$ cat config.mk
export PLATFORM = sky130hd
export DESIGN_NAME = issue_scoreboard_ctrl
export DESIGN_NICKNAME = d
export VERILOG_FILES = /design/src/rtl/issue_scoreboard_ctrl.sv
export SDC_FILE = /design/constraint.sdc
export NUM_CORES = 1
export LEC_CHECK = 0
export ABC_CLOCK_PERIOD_IN_PS = 4700
export CAP_MARGIN = 10
export CORE_ASPECT_RATIO = 1.5
export CORE_MARGIN = 4
export CORE_UTILIZATION = 46
export DETAILED_ROUTE_END_ITERATION = 10
export GPL_ROUTABILITY_DRIVEN = 0
export HOLD_SLACK_MARGIN = 0.15
export PLACE_DENSITY = 0.66
export SLEW_MARGIN = 0
export SYNTH_ARGS = -nofsm -noshare
export SYNTH_HDL_FRONTEND = slang
export SYNTH_SLANG_ARGS = --single-unit
$ cat constraint.sdc
create_clock -name clk -period 4.7 [get_ports clk]
set_input_delay 0.94 -clock clk [delete_from_list [all_inputs] [get_ports clk]]
set_output_delay 0.94 -clock clk [all_outputs]
set_load 0.05 [all_outputs]
$ cat src/rtl/issue_scoreboard_ctrl.sv
// Issue controller between decode and the execute-stage pipeline register.
// A per-register counter scoreboard tracks in-flight writes and holds decode
// on RAW hazards or saturated counters. A redirecting commit flushes the pipe.
module issue_scoreboard_ctrl #(
    parameter int unsigned NREG      = 32,
    parameter int unsigned CNT_W     = 2,
    parameter bit          WB_BYPASS = 1'b1
) (
    input  logic            clk,
    input  logic            rst,
    input  logic            id_valid,
    output logic            id_ready,
    input  logic [4:0]      id_rs1,
    input  logic [4:0]      id_rs2,
    input  logic            id_rs1_used,
    input  logic            id_rs2_used,
    input  logic [4:0]      id_rd,
    input  logic            id_rd_wen,
    input  logic            ex_ready,
    output logic            issue_valid,
    input  logic            wb_commit,
    input  logic [4:0]      wb_rd,
    input  logic            wb_rd_wen,
    input  logic            wb_redirect,
    output logic            flush,
    output logic [NREG-1:0] busy_vec,
    output logic [31:0]     stall_cycles,
    output logic [31:0]     flush_count
);

    localparam logic [CNT_W-1:0] CntMax = '1;
    localparam logic [CNT_W-1:0] CntOne = CNT_W'(1);

    logic [CNT_W-1:0] cnt_q [NREG];
    logic [CNT_W-1:0] cnt_d [NREG];
    logic [NREG-1:0]  reg_busy;
    logic             wb_wr;
    logic             busy1, busy2, rd_full;
    logic             hazard;
    logic             fire;
    logic [31:0]      stall_cycles_q, flush_count_q;

    assign wb_wr = wb_commit & wb_rd_wen;

    // Per-register busy view; a last write retiring this cycle is forwarded when bypass is on.
    always_comb begin
        reg_busy = '0;
        for (int r = 1; r < int'(NREG); r++) begin
            reg_busy[r] = (cnt_q[r] != '0) &&
                          !(WB_BYPASS && wb_wr && (wb_rd == 5'(r)) && (cnt_q[r] == CntOne));
        end
    end

    // Select the busy state of each decode operand; x0 is never matched.
    always_comb begin
        busy1   = 1'b0;
        busy2   = 1'b0;
        rd_full = 1'b0;
        for (int r = 1; r < int'(NREG); r++) begin
            if (id_rs1 == 5'(r)) busy1 = reg_busy[r];
            if (id_rs2 == 5'(r)) busy2 = reg_busy[r];
            if (id_rd == 5'(r)) rd_full = (cnt_q[r] == CntMax);
        end
    end

    assign hazard = (id_rs1_used & busy1) | (id_rs2_used & busy2) | (id_rd_wen & rd_full);

    // Handshake outputs are held low while reset is asserted.
    assign flush       = rst & wb_commit & wb_redirect;
    assign issue_valid = rst & id_valid & ~hazard & ~flush;
    assign id_ready    = rst & ex_ready & ~hazard & ~flush;
    assign fire        = id_valid & id_ready;

    // Counter next state: issue increments, commit decrements, flush clears everything.
    always_comb begin
        for (int r = 0; r < int'(NREG); r++) begin
            cnt_d[r] = cnt_q[r];
            if (flush) begin
                cnt_d[r] = '0;
            end else if (r != 0) begin
                if (fire && id_rd_wen && (id_rd == 5'(r)) && !(wb_wr && (wb_rd == 5'(r)))) begin
                    if (cnt_q[r] != CntMax) cnt_d[r] = cnt_q[r] + CntOne;
                end else if (wb_wr && (wb_rd == 5'(r)) &&
                             !(fire && id_rd_wen && (id_rd == 5'(r)))) begin
                    // Underflow is a protocol error; hold at zero.
                    if (cnt_q[r] != '0) cnt_d[r] = cnt_q[r] - CntOne;
                end
            end
        end
    end

    // Scoreboard counters.
    always_ff @(posedge clk or negedge rst) begin
        if (!rst) begin
            for (int r = 0; r < int'(NREG); r++) cnt_q[r] <= '0;
        end else begin
            for (int r = 0; r < int'(NREG); r++) cnt_q[r] <= cnt_d[r];
        end
    end

    // Performance counters, wrapping modulo 2^32.
    always_ff @(posedge clk or negedge rst) begin
        if (!rst) begin
            stall_cycles_q <= '0;
            flush_count_q  <= '0;
        end else begin
            if (id_valid && hazard && !flush) stall_cycles_q <= stall_cycles_q + 32'd1;
            if (flush) flush_count_q <= flush_count_q + 32'd1;
        end
    end

    assign stall_cycles = stall_cycles_q;
    assign flush_count  = flush_count_q;

    // Busy vector follows the registered counters.
    always_comb begin
        busy_vec = '0;
        for (int r = 1; r < int'(NREG); r++) busy_vec[r] = (cnt_q[r] != '0);
    end

endmodule

==> summary by stage <==
Routing
For this block, the initial DRC count from the detailed router was 1017. The remaining routing DRC violations is 0. For this block, the via count after detailed routing is 11.8k. The number of iterations in the first detailed-routing pass is 8.

The wire length after detailed routing is 40000 um. The detail route stage leaves a number of antenna-violating nets equal to 0. After detailed routing, the average wire length per cell comes to 21.3 um. The routed via count divided by cell count is 6.25.

STA
Once routing completed, OpenROAD measured the worst setup slack at -0.0155 ns. The worst path uses 100% of the clock period. The number of failing hold endpoints at the final stage is 0. Across the routed clock network, the largest skew measured is 0.00951 ns.

The final setup violation count is 1. The worst slew margin relative to its limit is 46.0%. The transition at the pin with the smallest max-transition slack is 0.809 ns. The final number of max-transition violations was 0. In the final timing run, aggregate negative setup slack is -0.0155 ns.

Timing would allow up to 212 MHz. The routed design could run at a clock period as short as 4.72 ns. The worst hold-check slack is 0.345 ns.

Die
The die extent in x is 134 um. The height of the die is 198 um. The floorplan row count is 69.

The die covers 0.0266 mm2. After floorplanning, the core was sized to cover 0.0237 mm2. The initial standard-cell utilization of the core is 46.6%. Pin placement for this block handled 129 I/O pins.

Status
The checks that failed: negative setup slack. The flow ran to the end, but the final reports show violations.

Pwr
In this run the power density over the cells is 387 mW/mm2. The worst ir drop on vdd is 0.000288 V. The static leakage is 6.31 nW.

Setup path
STA classifies the critical path startpoint as an input pin. The gate family responsible for the most delay along the worst path is compound AO/OA/AOI/OAI gates. The worst setup path is of the input pin to primary output kind.

For this design, the slowest cell found on the critical path is sky130_fd_sc_hd__clkdlybuf4s50_1. The worst setup path is captured at a primary output. The delay of the slowest cell on the worst path is 0.50 ns. The buffering stage count on the worst path with inverters included is 2. Walking the worst path, the cells encountered are clkdlybuf4s50_1, and2_1, a41oi_1, o211ai_1, a211oi_2, o211ai_1, a211o_1, and3_4, and2_1, buf_12. Of all nets on the critical path, the largest fanout is 7. The required time of the critical path is 3.76 ns. The arrival time at the worst endpoint is 3.78 ns.

Cells and area
The top cell types in the final layout, fill and taps aside, are sky130_fd_sc_hd__nand2_1 (130), sky130_fd_sc_hd__dfrtp_1 (126), sky130_fd_sc_hd__buf_4 (121). Compared with the post-synthesis result, the final layout area differs by 29.1%. Of the cells placed in the final design, the portion with a size suffix greater than 1 is 14.2%. The filler cell count is 2164. The number of diodes added for antenna fixing is 0. The multi-input combinational cell area is 0.00721 mm2. The total number of nets in the final design is 1677. The area taken by flip-flops and latches is 0.00315 mm2. The post-layout instance area is 0.0142 mm2. The library cell used most frequently in the layout, excluding fill and tap cells, is sky130_fd_sc_hd__nand2_1.

Placement
Before CTS, the worst setup slack after placement is -0.137 ns. The placed instances occupy a cell area of 0.0134 mm2. The count of input and output buffers is 127. The HPWL after detailed placement is 30700 um.

Synthesis
The number of enable flip-flop cells after synthesis is 0. Counting flops and latches in the post-synthesis netlist gives 126. The number of warnings issued by yosys is 0. The net count of the mapped netlist is 1482. The post-synthesis async set-or-reset flop share is 100%. After synthesis, the netlist uses 80 different library cells.

The sequential-to-total area share from yosys stat is 28.6%. For this run, the leading register cell type out of synthesis is sky130_fd_sc_hd__dfrtp_1. The post-synthesis instance area is 0.0110 mm2.

The cell taking the most area after synthesis is sky130_fd_sc_hd__dfrtp_1. The synthesized netlist cell count is 1357. The area share of the leading cell type in the synthesized netlist is 28.6%. Sorting the synthesized cells by area gives the leading types as sky130_fd_sc_hd__dfrtp_1 (29%), sky130_fd_sc_hd__ha_1 (11%), sky130_fd_sc_hd__nand2_1 (4.4%). After synthesis, the mean cell area works out to 8.13 um2.

Clocking
For this design, the sink count on the clock tree is 126. The tree is rooted in a sky130_fd_sc_hd__clkbuf_16. After clock tree synthesis, the clock-pin slew on the worst setup and hold paths is 0.06 ns. The number of H-tree branching levels is 4.

In this run the deepest clock path goes through 2 buffers. The CTS tree is yes. For the worst-skew pair, the clock arrives at the later sink with an insertion delay of 0.45 ns. TritonCTS created 17 clock buffers.

The hold buffer count at cts is 0.

Flow run
Max-cap violations in this run came to 0.

Global routing
The via count of the first global-routing pass is 11.5k. The remaining global-route overflow is 0. The total global routing track utilization is 29.8%. Entering global routing, the biggest net connects 62 pins.

The number of antenna violations at the first check in global routing is 0. The first global-routing pass estimated 61900 um of wire.

Hold path
The min-delay analysis places its worst path in the category input pin to asynchronous set/reset pin.
[where the power goes]
group | internal, mW | total (mW) | switching (mW)
Sequential | 1.27 | 1.49 | 0.214
Combinational | 0.946 | 2.62 | 1.68
Clock | 0.841 | 1.41 | 0.566
Total | 3.06 | 5.52 | 2.46
[metrics by stage]
stage	utilization (%)	total power, mW	std cells
after floorplan	-	3.11	1357
after global placement	56.8	4.02	1847
after detailed placement	56.8	4.05	1847
after CTS	59.4	5.48	1879
after global routing	60.2	5.79	1884
final	60.2	5.52	1884
[layout make-up]
cell class / instances / share of cell area (%)
well taps: 319 / 2.80
repair buffers: 260 / 17.0
flip-flops and latches: 126 / 22.1
clock buffers: 17 / 2.99
multi-input cells: 1031 / 50.7
clock inverters: 15 / 1.30
inverters: 116 / 3.06
[flip-flops by register name, summed over array words and instances (netlist names)]
signal,cells
stall_cycles,32
cnt_q,62
flush_count,32
[worst paths after layout]
check | start | slack, ns | depth (start not counted) | end
hold reg to reg | flush_count[31] | 0.47 | 1 | flush_count[31]
max in group asynchronous | rst | 3.26 | 2 | cnt_q[37]
min in group clk | flush_count[31] | 0.47 | 1 | flush_count[31]
setup reg to reg | cnt_q[53] | 0.71 | 14 | stall_cycles[24]
setup / recovery | wb_rd[2] | -0.02 | 10 | id_ready
hold / removal | rst | 0.34 | 1 | cnt_q[27]
[cells in the mapped netlist, drive strengths merged, types with 6 or more instances]
cell and count:
dfrtp 126, buf 27, nor4 21, nand2b 15, nand3 81, nor2b 17
o31ai 7, o221ai 6, a311oi 15, o311a 10, nand4 36, and3 38
mux2i 27, o21ai 42, inv 116, o211ai 22, nor3 52, ha 95
xor2 34, o22ai 11, a22oi 6, nand3b 7, a211oi 20, nand2 130
nor3b 9, and4 12, and2 13, xnor2 29, a21o 6, a21oi 34
o2111ai 15, a31oi 17, a221oi 7, nor2 89, a41oi 22, clkbuf 57
[logic make-up after synthesis]
family          synth area share (%)
simple gates                    26.5
compound gates                  19.3
buf+inv                         7.18
flops                           28.6
fa+ha+maj                       10.8
xor+xnor                        5.00
mux                             2.66
other cells                   0.0340
[repair_timing]
| action | in CTS | in global routing |
|---|---|---|
| pin swaps | 0 | 4 |
| resized for setup | 4 | 31 |
| setup endpoints to repair | 2 | 2 |
| gates cloned | 0 | 1 |
| hold endpoints to repair | 0 | 0 |
| setup buffers | 0 | 4 |
[metal layers]
metal | part of all wire, % | vias up | GRT usage [%] | routed length [um]
met5 | 0 | - | 0 | 0
met4 | 7.7 | 0 | 21.4 | 3100
met3 | 7.5 | 202 | 6.42 | 3010
met2 | 49 | 618 | 50.5 | 19500
met1 | 36 | 5610 | 32.9 | 14400
li1 | - | 5348 | - | -
No activity file was read; power rests on OpenSTA's default activity.
